**config.mk**
```make
export PLATFORM = sky130hd
export DESIGN_NAME = dmni_brlite_mon_writer
export DESIGN_NICKNAME = d
export VERILOG_FILES = /design/src/rtl/dmni_brlite_mon_writer.sv
export SDC_FILE = /design/constraint.sdc
export NUM_CORES = 1
export LEC_CHECK = 0
export CELL_PAD_IN_SITES_DETAIL_PLACEMENT = 1
export CELL_PAD_IN_SITES_GLOBAL_PLACEMENT = 2
export CORE_UTILIZATION = 43
export DETAILED_ROUTE_END_ITERATION = 16
export GPL_TIMING_DRIVEN = 1
export PLACE_DENSITY = 0.85
export SYNTH_ARGS = -nofsm -noshare
export SYNTH_HDL_FRONTEND = slang
export SYNTH_SLANG_ARGS = --single-unit
```
**constraint.sdc**
```tcl
create_clock -name clk_i -period 7.35 [get_ports clk_i]
set_input_delay 2.205 -clock clk_i [delete_from_list [all_inputs] [get_ports clk_i]]
set_output_delay 2.205 -clock clk_i [all_outputs]
set_load 0.02 [all_outputs]
```
**src/rtl/dmni_brlite_mon_writer.sv**
```systemverilog
// BrLite monitor packet writer: buffers monitor packets from the router and
// stores each payload into the per-service monitoring table in local memory.
//
// state   | meaning
// --------+-----------------------------------------------------------
// S_IDLE  | waiting for a buffered packet; pops the FIFO head
// S_CALC  | validates the entry and computes the table slot address
// S_WRITE | memory write request held until granted
module dmni_brlite_mon_writer #(
  parameter  int MESH_X     = 4,
  parameter  int MESH_Y     = 4,
  parameter  int MON_NSVC   = 2,
  parameter  int FIFO_DEPTH = 4,
  localparam int SVC_W      = (MON_NSVC > 1) ? $clog2(MON_NSVC) : 1,
  localparam int MON_W      = 64 + SVC_W
) (
  input  logic             clk_i,
  input  logic             rst_ni,
  input  logic             mon_valid_i,
  output logic             mon_ready_o,
  input  logic [MON_W-1:0] mon_i,
  input  logic             ptr_we_i,
  input  logic [SVC_W-1:0] ptr_sel_i,
  input  logic [31:0]      ptr_data_i,
  input  logic             clear_i,
  output logic             mem_req_o,
  input  logic             mem_gnt_i,
  output logic [31:0]      mem_addr_o,
  output logic [31:0]      mem_data_o,
  output logic             busy_o,
  output logic [15:0]      drop_cnt_o
);

  localparam int AW    = $clog2(FIFO_DEPTH);
  localparam int ENT_W = 48 + SVC_W;

  typedef enum logic [1:0] {
    S_IDLE  = 2'd0,
    S_CALC  = 2'd1,
    S_WRITE = 2'd2
  } state_t;

  state_t state_q, state_d;

  // The sequence number is not written to the table, so it is not buffered.
  logic             unused_seq;
  logic [ENT_W-1:0] mon_fields;

  assign unused_seq = ^mon_i[SVC_W+16 +: 16];
  assign mon_fields = {mon_i[SVC_W+32 +: 32], mon_i[SVC_W +: 16], mon_i[SVC_W-1:0]};

  logic [ENT_W-1:0] fifo_mem [FIFO_DEPTH];
  logic [AW:0]      wr_ptr, rd_ptr, fifo_cnt;
  logic             fifo_full, fifo_empty, push, pop;

  assign fifo_cnt    = wr_ptr - rd_ptr;
  assign fifo_full   = (fifo_cnt == (AW+1)'(FIFO_DEPTH));
  assign fifo_empty  = (wr_ptr == rd_ptr);
  assign mon_ready_o = !fifo_full;
  assign push        = mon_valid_i && !fifo_full && !clear_i;
  assign pop         = (state_q == S_IDLE) && !fifo_empty && !clear_i;

  always_ff @(posedge clk_i) begin
    if (push) begin
      fifo_mem[wr_ptr[AW-1:0]] <= mon_fields;
    end
  end

  always_ff @(posedge clk_i or negedge rst_ni) begin
    if (!rst_ni) begin
      wr_ptr <= '0;
      rd_ptr <= '0;
    end else if (clear_i) begin
      wr_ptr <= '0;
      rd_ptr <= '0;
    end else begin
      if (push) wr_ptr <= wr_ptr + 1'b1;
      if (pop)  rd_ptr <= rd_ptr + 1'b1;
    end
  end

  logic [31:0] ptr_q [MON_NSVC];

  always_ff @(posedge clk_i or negedge rst_ni) begin
    if (!rst_ni) begin
      for (int i = 0; i < MON_NSVC; i++) ptr_q[i] <= '0;
    end else if (clear_i) begin
      for (int i = 0; i < MON_NSVC; i++) ptr_q[i] <= '0;
    end else if (ptr_we_i && (32'(ptr_sel_i) < MON_NSVC)) begin
      ptr_q[ptr_sel_i] <= ptr_data_i;
    end
  end

  logic [ENT_W-1:0] entry_q;

  always_ff @(posedge clk_i or negedge rst_ni) begin
    if (!rst_ni) begin
      entry_q <= '0;
    end else if (pop) begin
      entry_q <= fifo_mem[rd_ptr[AW-1:0]];
    end
  end

  logic [SVC_W-1:0] ent_svc;
  logic [7:0]       prod_y, prod_x;
  logic [31:0]      ent_payload, sel_ptr, calc_addr;
  logic [15:0]      idx;
  logic             svc_ok, calc_drop;

  assign ent_svc     = entry_q[SVC_W-1:0];
  assign prod_x      = entry_q[SVC_W +: 8];
  assign prod_y      = entry_q[SVC_W+8 +: 8];
  assign ent_payload = entry_q[SVC_W+16 +: 32];

  always_comb begin
    svc_ok    = (32'(ent_svc) < MON_NSVC);
    sel_ptr   = svc_ok ? ptr_q[ent_svc] : 32'd0;
    idx       = 16'(32'(prod_y) * MESH_X + 32'(prod_x));
    calc_addr = sel_ptr + {14'd0, idx, 2'b00};
    calc_drop = !svc_ok || (sel_ptr == 32'd0) ||
                (32'(prod_y) >= MESH_Y) || (32'(prod_x) >= MESH_X);
  end

  logic drop_inc, load_req;

  always_comb begin
    state_d  = state_q;
    drop_inc = 1'b0;
    load_req = 1'b0;
    unique case (state_q)
      S_IDLE: begin
        if (pop) state_d = S_CALC;
      end
      S_CALC: begin
        // A clear abandons the entry silently; it is not counted as a drop.
        if (clear_i) begin
          state_d = S_IDLE;
        end else if (calc_drop) begin
          drop_inc = 1'b1;
          state_d  = S_IDLE;
        end else begin
          load_req = 1'b1;
          state_d  = S_WRITE;
        end
      end
      S_WRITE: begin
        if (mem_gnt_i) state_d = S_IDLE;
      end
      default: state_d = S_IDLE;
    endcase
  end

  always_ff @(posedge clk_i or negedge rst_ni) begin
    if (!rst_ni) state_q <= S_IDLE;
    else         state_q <= state_d;
  end

  always_ff @(posedge clk_i or negedge rst_ni) begin
    if (!rst_ni) begin
      mem_addr_o <= '0;
      mem_data_o <= '0;
    end else if (load_req) begin
      mem_addr_o <= calc_addr;
      mem_data_o <= ent_payload;
    end
  end

  logic [15:0] drop_cnt_q;

  always_ff @(posedge clk_i or negedge rst_ni) begin
    if (!rst_ni) begin
      drop_cnt_q <= '0;
    end else if (clear_i) begin
      drop_cnt_q <= '0;
    end else if (drop_inc && (drop_cnt_q != 16'hFFFF)) begin
      drop_cnt_q <= drop_cnt_q + 16'd1;
    end
  end

  assign mem_req_o  = (state_q == S_WRITE);
  assign busy_o     = (state_q != S_IDLE) || !fifo_empty;
  assign drop_cnt_o = drop_cnt_q;

endmodule
```
==> results.md, run 1 <==
Logic synthesis:
- The number of nets in the synthesized netlist is 1,349.
- In this run, synthesis produced a sequential element count of 397.
- In this run, synthesis inferred 196 flip-flops with an integrated enable.
- In this run the cell area of the synthesized design comes to 0.0170 mm2.
- The share of synthesized area occupied by flip-flops and latches is 64.4%.
- Synthesis handed over a netlist of 1,217 instances.
- The synthesized area divided by synthesized cell count is 13.9 um2.
- The prevailing post-synth register cell is sky130_fd_sc_hd__dfrtp_1.
- The distinct cell type count after synthesis is 56.
- In the synthesized netlist the async set-or-reset flop fraction comes to 50.6%.
- The count of warnings emitted by yosys is 0.

Cells and area:
- Leaving out fill and tap cells, the most frequent cells in the layout are sky130_fd_sc_hd__dfrtp_1, sky130_fd_sc_hd__edfxtp_1, sky130_fd_sc_hd__nand2_1.
- The net count of the finished layout is 1,518.
- The library cell used most frequently in the layout, excluding fill and tap cells, is sky130_fd_sc_hd__dfrtp_1.
- The filler cell count is 3,829.
- The fraction of final layout cells with drive strength greater than 1 is 17.5%.
- Relative to the synthesized area, the layout overhead comes to 21.9%.

Global route:
- The remaining global-route overflow is 0.
- The pin count of the biggest net entering global routing is 147.
- The first-pass GRT wire length is 67,500 um.
- The number of antenna violations at the first check in global routing is 2.
- The global-route total usage across every layer is 21.7%.
- The via count of the first global-routing pass is 11,669.

Critical path:
- In this run the worst path has a maximum fanout of 10.
- By startpoint and endpoint, the worst setup path is classified as reg2out.
- The type of element capturing the critical path is an output port.
- For the worst flop-to-flop path, the logic depth is 11.
- The worst flop-to-flop path endpoint is mem_addr_o[30].
- The start point of the critical path is rd_ptr[0].
- Setup slack on the worst reg-to-reg path comes out at 3.07 ns.
- For the worst setup path, the data required time is 5.14 ns.
- The worst setup path is launched from a register.
- The critical path arrival is 2.41 ns.
- The worst flop-to-flop path startpoint is entry_q[0].

STA:
- Dividing the final minimum period by the clock period gives 62.8%.
- The minimum period implied by the final worst setup slack is 4.61 ns.
- The timing-limited maximum frequency is 217 MHz.
- The final number of setup-violating endpoints is 0.
- Setup repair after global routing left no endpoint under its margin.
- Headroom to the max-slew limit came out at 35.7%.
- The clock skew is 0.0227 ns.
- Hold timing on the final database bottoms out at a slack of 0.474 ns.
- For the pin with the worst max-slew slack, the measured transition is 0.961 ns.
- The final-report max-slew violation count is 0.
- In the final timing run, aggregate negative setup slack is 0 ns.
- The number of hold-slack violations in the final timing report is 0.

Clock tree:
- Counting along the longest clock path gives a buffer depth of 3.
- Buffers inserted to repair hold after CTS numbered 0.
- After clock tree synthesis, the clock-pin slew on the worst setup and hold paths is 0.06 ns.
- The clock tree from TritonCTS is yes.
- The root buffer cell is sky130_fd_sc_hd__clkbuf_16.
- In this run the post-CTS setup repair buffer count came out at 0.
- The clock latency of the later-clocked register in the worst-skew pair is 0.59 ns.
- The clock drives 397 sinks.
- TritonCTS created 43 clock buffers.
- The H-tree was split into 2 levels.
- The number of gates resized after CTS was 0.

Die:
- The die outline area is 0.0402 mm2.
- The floorplan die height is 201 um.
- Measured along the x axis, the die boundary spans 201 um.
- The effective utilization at floorplan is 43.8%.
- 187 I/O pins were placed.
- The core area is 0.0387 mm2.
- The standard-cell row count is 72.

Hold path:
- The tightest min-delay check is of the reg2reg type.
- The worst hold path stage count is 2.
- The startpoint identified for the worst hold timing path is mem_addr_o[24].
- The worst hold path endpoint is mem_addr_o[24].

Detailed routing:
- The residual antenna-violating net count after detailed routing is 0.
- Wires add up to 42,300 um.
- In the routed design, unresolved DRC markers number 0.
- The detailed-route wire length per cell is 21.8 um.
- The first TritonRoute pass finished after 5 iterations.
- The total number of vias is 10,602.
- The iteration-0 DRC count of the detailed router is 554.
- Using the TritonRoute via totals, the vias-per-cell ratio works out to 5.46.

Power:
- The worst voltage drop across the vdd grid is 227 uV.
- The static power due to leakage is 7.77 nW.
- The power density over the cells is 325 mW/mm2.

Status:
- The flow ran to the end, and the final reports show no timing, DRC or antenna violations.

Job:
- The number of max-cap violations is 0.

Placement:
- The final estimated routing congestion in global placement is 0.795.
- After legalization and detailed placement, the total HPWL measured 26,700 um.
- Port buffering added 170 buffers.
synthesized netlist by cell type, types with 3 or more instances:
library cell,n,area share (%)
sky130_fd_sc_hd__inv_1,15,0.33
sky130_fd_sc_hd__nand3b_1,6,0.27
sky130_fd_sc_hd__o2111ai_1,4,0.21
sky130_fd_sc_hd__mux2_2,100,6.6
sky130_fd_sc_hd__and3_1,4,0.15
sky130_fd_sc_hd__nand4b_1,3,0.15
sky130_fd_sc_hd__ha_1,26,1.9
sky130_fd_sc_hd__o211ai_1,8,0.35
sky130_fd_sc_hd__buf_2,8,0.24
sky130_fd_sc_hd__mux4_2,49,6.5
sky130_fd_sc_hd__xnor2_1,19,0.98
sky130_fd_sc_hd__nand2_1,190,4.2
sky130_fd_sc_hd__mux2i_1,22,1.3
sky130_fd_sc_hd__nor2b_1,15,0.55
sky130_fd_sc_hd__and2_1,9,0.33
sky130_fd_sc_hd__o31ai_1,10,0.44
sky130_fd_sc_hd__a21oi_1,92,2.7
sky130_fd_sc_hd__clkbuf_1,42,0.93
sky130_fd_sc_hd__nor3_1,7,0.21
sky130_fd_sc_hd__buf_1,7,0.15
sky130_fd_sc_hd__xor2_1,17,0.88
sky130_fd_sc_hd__edfxtp_1,196,35
sky130_fd_sc_hd__o21ai_0,36,1.1
sky130_fd_sc_hd__nand3_1,13,0.38
sky130_fd_sc_hd__nand2b_1,9,0.33
sky130_fd_sc_hd__nand4_1,9,0.33
sky130_fd_sc_hd__nor4_1,18,0.66
sky130_fd_sc_hd__or4_1,10,0.44
sky130_fd_sc_hd__a2111oi_0,4,0.21
sky130_fd_sc_hd__nor2_1,32,0.71
sky130_fd_sc_hd__dfrtp_1,201,30
metrics by stage:
step	setup slack, ns	utilization [%]	instance area, um2	instances	total power [mW]
2_1_floorplan	3.02	-	17000	1217	4.05
3_3_place_gp	3.00	49.6	19200	1859	4.51
3_5_place_dp	2.96	49.6	19200	1859	4.58
4_1_cts	2.70	53.3	20700	1939	6.80
5_1_grt	2.65	53.3	20700	1941	7.06
6_report	2.74	53.3	20700	1941	6.71
power by group:
part	leakage [nW]	internal, mW	switching [mW]
registers	4.45	2.60	0.182
logic	2.62	0.833	0.908
clock network	0.702	1.26	0.926
total	7.77	4.69	2.02
flip-flops by register name, summed over array words and instances (netlist names):
register	cells
drop_cnt_o	16
entry_q	49
fifo_mem	196
mem_addr_o	32
mem_data_o	32
ptr_q	64
rd_ptr	3
state_q	2
wr_ptr	3
worst max-delay path by stage:
stage               slack [ns]  cells past startpoint        endpoint
floorplan                 3.02                      4  fifo_mem[0][0]
global placement          3.00                      5   mem_data_o[9]
detailed placement        2.96                      5   mem_data_o[8]
CTS                       2.70                      5     mon_ready_o
global route              2.65                      5     mon_ready_o
finish                    2.74                      5     mon_ready_o
cell type report:
type                    count  area, um2  share of cell area, %
clock inverters            20        258                   1.25
flip-flops and latches    397      10900                   52.9
repair buffers            184       1820                   8.80
inverters                  15       56.3                  0.272
multi-input cells         745       5770                   27.9
diodes                      2       5.00                 0.0242
well taps                 518        648                   3.14
clock buffers              60       1190                   5.76
per-layer routing:
layer	part of all wire, %	wire length (um)	track usage (%)
met1	43	18200	28.1
met2	51	21400	37.3
met3	4.5	1910	4.12
met4	1.9	810	6.05
met5	0	0	0
critical path: stages, from the launching register on:
cell                              delay (ns)
sky130_fd_sc_hd__dfrtp_4                0.57
sky130_fd_sc_hd__ha_1                   0.20
sky130_fd_sc_hd__nor2b_1                0.13
sky130_fd_sc_hd__xnor2_1                0.12
sky130_fd_sc_hd__nand3_1                0.17
sky130_fd_sc_hd__clkdlybuf4s50_1        0.63
cells by family (layout without fill, tap and decap cells):
logic type      after synthesis  after routing  share of synthesized area [%]
xor+xnor                     36             36                           1.86
flops                       397            397                           64.4
compound gates              178            178                           6.24
mux                         171            171                           14.4
buf+inv                      75            279                           1.81
other cells                   0              2                              0
simple gates                332            332                           9.11
fa+ha+maj                    28             28                           2.15
Note: power is estimated with default switching activity, not from simulation.
==> run 2, diff against run 1 <==
--- a/config.mk
+++ b/config.mk
@@ -7,10 +7,10 @@
 export LEC_CHECK = 0
 export CELL_PAD_IN_SITES_DETAIL_PLACEMENT = 1
 export CELL_PAD_IN_SITES_GLOBAL_PLACEMENT = 2
-export CORE_UTILIZATION = 43
+export CORE_UTILIZATION = 40
 export DETAILED_ROUTE_END_ITERATION = 16
 export GPL_TIMING_DRIVEN = 1
-export PLACE_DENSITY = 0.85
+export PLACE_DENSITY = 0.8
 export SYNTH_ARGS = -nofsm -noshare
 export SYNTH_HDL_FRONTEND = slang
 export SYNTH_SLANG_ARGS = --single-unit
==> constraint.sdc (replaced) <==
create_clock -name clk_i -period 4.4 [get_ports clk_i]
set_input_delay 1.32 -clock clk_i [delete_from_list [all_inputs] [get_ports clk_i]]
set_output_delay 1.32 -clock clk_i [all_outputs]
set_load 0.02 [all_outputs]
==> run 2 against run 1 <==
  * Sequential power up 67%
  * Critical path type is now reg2reg
  * Die area increased by 7.4%
  * Critical endpoint is now mem_addr_o[26]
  * Clock-buffer cell count is 4 lower
  * Highest routed layer is now met5
  * Worst hold slack improved by 0.0036 ns
  * Cell area grew 0.79%
  * First-iteration DRC count decreased by 11%
  * Register-to-register slack got worse by 2.6 ns
  * Setup slack got worse by 2.2 ns
==> results.md, run 2 (synthesis gave the netlist of run 1 again) <==
Status:
- The run finished with clean final reports.

STA:
- The routed design could run at a clock period as short as 3.89 ns.
- Setup violations remaining at the end of the flow were counted as 0.
- The part of the cycle the worst path needs is 88.5%.
- The final setup TNS is 0 ns.
- Derived from the worst setup path, the maximum achievable clock frequency is 257 MHz.
- The clock skew is 0.0128 ns.
- Setup repair after global routing left no endpoint under its margin.
- The final-report max-slew violation count is 0.
- The actual slew at the worst max-slew pin is 0.971 ns.
- The smallest setup slack after layout is 0.507 ns.
- The worst pin sits at a relative slew slack of 35.2%.
- The number of hold-slack violations in the final timing report is 0.

Critical path:
- Measured in cells, the most critical reg-to-reg path has a length of 14.
- Of all nets on the critical path, the largest fanout is 9.
- Traced cell by cell, the critical path runs through ha_1 > a21o_1 > a21oi_1 > o21bai_1 > a21oi_1 > nor3_1 > a311o_1 > ha_1 > a21oi_1 > nor2b_1 > nor2_1 > a2111oi_0 > xor2_1 > o21ai_0.
- The critical path arrival is 4.37 ns.
- STA classifies the critical path startpoint as a register.
- The delay of the slowest cell on the worst path is 0.48 ns.
- The setup path with the least slack is of type reg2reg.
- Among all stages on the critical path, the largest delay is contributed by sky130_fd_sc_hd__nor2_1.
- The worst setup path is captured at a register.
- Data on the critical path is required at its endpoint by 4.88 ns.
- The cell type group with the largest total delay on the critical path is compound AO/OA/AOI/OAI gates.
- The worst-case register-to-register setup slack is 0.51 ns.
- The worst register-to-register path begins at entry_q[4].
- The buffering stage count on the worst path with inverters included is 0.
- The endpoint identified for the worst register-to-register timing path is mem_addr_o[26].
- The most used cell along the critical path is sky130_fd_sc_hd__a21oi_1.

Cells and area:
- The fraction of final layout cells with drive strength greater than 1 is 17.9%.
- The library cell used most frequently in the layout, excluding fill and tap cells, is sky130_fd_sc_hd__dfrtp_1.
- Compared with the post-synthesis result, the final layout area differs by 22.8%.
- The register with the most flip-flops in the layout has 196 of them.
- The final layout contains 1,530 nets.
- In the layout the commonest cells are sky130_fd_sc_hd__dfrtp_1, sky130_fd_sc_hd__edfxtp_1, sky130_fd_sc_hd__nand2_1.

Placement:
- The post-DP HPWL is 27,800 um.
- The count of buffers added on input and output ports is 170.
- At the placement stage, the worst setup path has a slack of 0.488 ns.
- The congestion estimate from routability-driven global placement came to 0.834.

Detailed routing:
- The residual antenna-violating net count after detailed routing is 0.
- The number of remaining DRC errors is 0.
- The first TritonRoute pass finished after 5 iterations.
- Summing over every cut layer, the via total after detailed routing is 10,459.
- Dividing the detail-routed via count by the number of cells gives 5.29.
- The final layout contains routed wiring with a total length of 42,900 um.
- The detailed-route wire length per cell is 21.7 um.
- The iteration-0 DRC count of the detailed router is 494.

Hold path:
- The worst hold path belongs to the class reg2reg.
- The hold path startpoint is mem_addr_o[15].
- The worst hold path stage count is 2.
- For hold timing, the worst endpoint is mem_addr_o[15].

Global route:
- The via count of the first global-routing pass was 11,231.
- The number of antenna violations at the first check in global routing is 5.
- The remaining global-route overflow is 0.
- In the global route stage, overall resource usage came out at 20.1%.
- Entering global routing, the biggest net connects 89 pins.
- The first global-routing pass estimated 67,000 um of wire.

Die:
- The die covers 0.0432 mm2.
- The standard-cell row count is 75.
- After floorplanning, the core was sized to cover 0.0419 mm2.
- The floorplan step set the die width to 208 um.
- For this configuration, the core starts out at a cell density of 40.5%.
- The number of placed I/O pins is 187.
- In this run the vertical extent of the chip is 208 um.

Power:
- The static power due to leakage is 7.83 nW.
- The internal power component is 7.84 mW.
- For this design the ratio of total power to cell area is 538 mW/mm2.
- The switching share of power is 30.0%.
- The share of total power dissipated in combinational logic is 26.2%.
- Per report_power, the clock group accounts for 32.3% of the total.
- The sequential share of power is 41.5%.
- The worst voltage drop across the vdd grid is 403 uV.
- The switching power of the nets is 3.36 mW.

Clock tree:
- Counting the buffers created by CTS gives 45.
- After clock tree synthesis, the repair step resized 0 gates.
- Hold repair after CTS inserted 0 buffers.
- The H-tree generated during clock tree synthesis spans 2 levels.
- The longest clock path from root to sink contains 3 buffers.
- The number of buffers inserted to repair setup after CTS is 0.
- TritonCTS built the clock tree.
- After clock tree synthesis, the clock-pin slew on the worst setup and hold paths is 0.06 ns.
- The clock reaches the later pin of the worst-skew pair after 0.58 ns.
- The root buffer cell is sky130_fd_sc_hd__clkbuf_16.
- The CTS sink count is 397.

Job:
- Across the run, the number of max-cap violations was 0.
==> run 2: changes by cell type in the layout (fill, tap and decap cells not counted), moves of 2 or more <==
cell,change
sky130_fd_sc_hd__clkbuf_8,-2
sky130_fd_sc_hd__clkbuf_1,-4
sky130_fd_sc_hd__clkinv_1,+9
sky130_fd_sc_hd__buf_4,+4
sky130_fd_sc_hd__buf_12,+6
sky130_fd_sc_hd__clkbuf_16,+2
==> run 2: power groups by stage <==
stage	Clock (mW)	Combinational (mW)	Sequential [mW]
finish	3.62	2.94	4.64
floorplan	0	2.17	4.59
detailed placement	0	2.98	4.72
global route	3.87	3.24	4.71
CTS	3.72	3.01	4.66
global placement	0	2.91	4.70
==> run 2: area by class of cell <==
| cell class | instances | area, um2 |
|---|---|---|
| Sequential cell | 397 | 10900 |
| Antenna cell | 2 | 5.00 |
| Clock inverter | 28 | 244 |
| Tap cell | 539 | 674 |
| Fill cell | 4165 | 21000 |
| Multi-Input combinational cell | 745 | 5760 |
| Timing Repair Buffer | 194 | 1970 |
| Clock buffer | 56 | 1200 |
| Inverter | 15 | 56.3 |
==> run 2: worst max-delay path by stage <==
| stage | from | to | slack, ns | cells past startpoint |
|---|---|---|---|---|
| CTS | rd_ptr[0] | mon_ready_o | 0.46 | 5 |
| detailed placement | entry_q[4] | mem_addr_o[26] | 0.49 | 14 |
| floorplan | entry_q[0] | mem_addr_o[29] | 0.56 | 14 |
| finish | entry_q[4] | mem_addr_o[26] | 0.51 | 14 |
| global placement | entry_q[4] | mem_addr_o[30] | 0.74 | 14 |
| global route | entry_q[3] | mem_addr_o[30] | 0.31 | 15 |
==> run 2: metrics by stage <==
step / area [um2] / std cells / util, % / hold WS [ns] / total power [mW]
floorplan: 17000 / 1217 / - / 0.477 / 6.77
global placement: 19400 / 1890 / 46.3 / 0.462 / 7.61
detailed placement: 19400 / 1890 / 46.3 / 0.472 / 7.71
CTS: 20800 / 1974 / 49.8 / 0.484 / 11.4
global route: 20800 / 1974 / 49.8 / 0.510 / 11.8
finish: 20800 / 1976 / 49.8 / 0.478 / 11.2
==> run 2: worst reg2reg max path, stage by stage (launching register included) <==
cell and delay, ns:
sky130_fd_sc_hd__dfrtp_1 0.44, sky130_fd_sc_hd__ha_1 0.31, sky130_fd_sc_hd__a21o_1 0.16, sky130_fd_sc_hd__a21oi_1 0.27, sky130_fd_sc_hd__o21bai_1 0.10, sky130_fd_sc_hd__a21oi_1 0.30
sky130_fd_sc_hd__nor3_1 0.10, sky130_fd_sc_hd__a311o_1 0.38, sky130_fd_sc_hd__ha_1 0.33, sky130_fd_sc_hd__a21oi_1 0.21, sky130_fd_sc_hd__nor2b_1 0.07, sky130_fd_sc_hd__nor2_1 0.48
sky130_fd_sc_hd__a2111oi_0 0.25, sky130_fd_sc_hd__xor2_1 0.20, sky130_fd_sc_hd__o21ai_0 0.20
==> run 2: routing by layer <==
layer  wire (um)  GRT usage (%)  vias to the layer above
li1            -              -                     4859
met1       18300           25.6                     5340
met2       21500           34.4                      197
met3        2140           5.01                       57
met4         849           5.03                        6
met5          39              0                        -
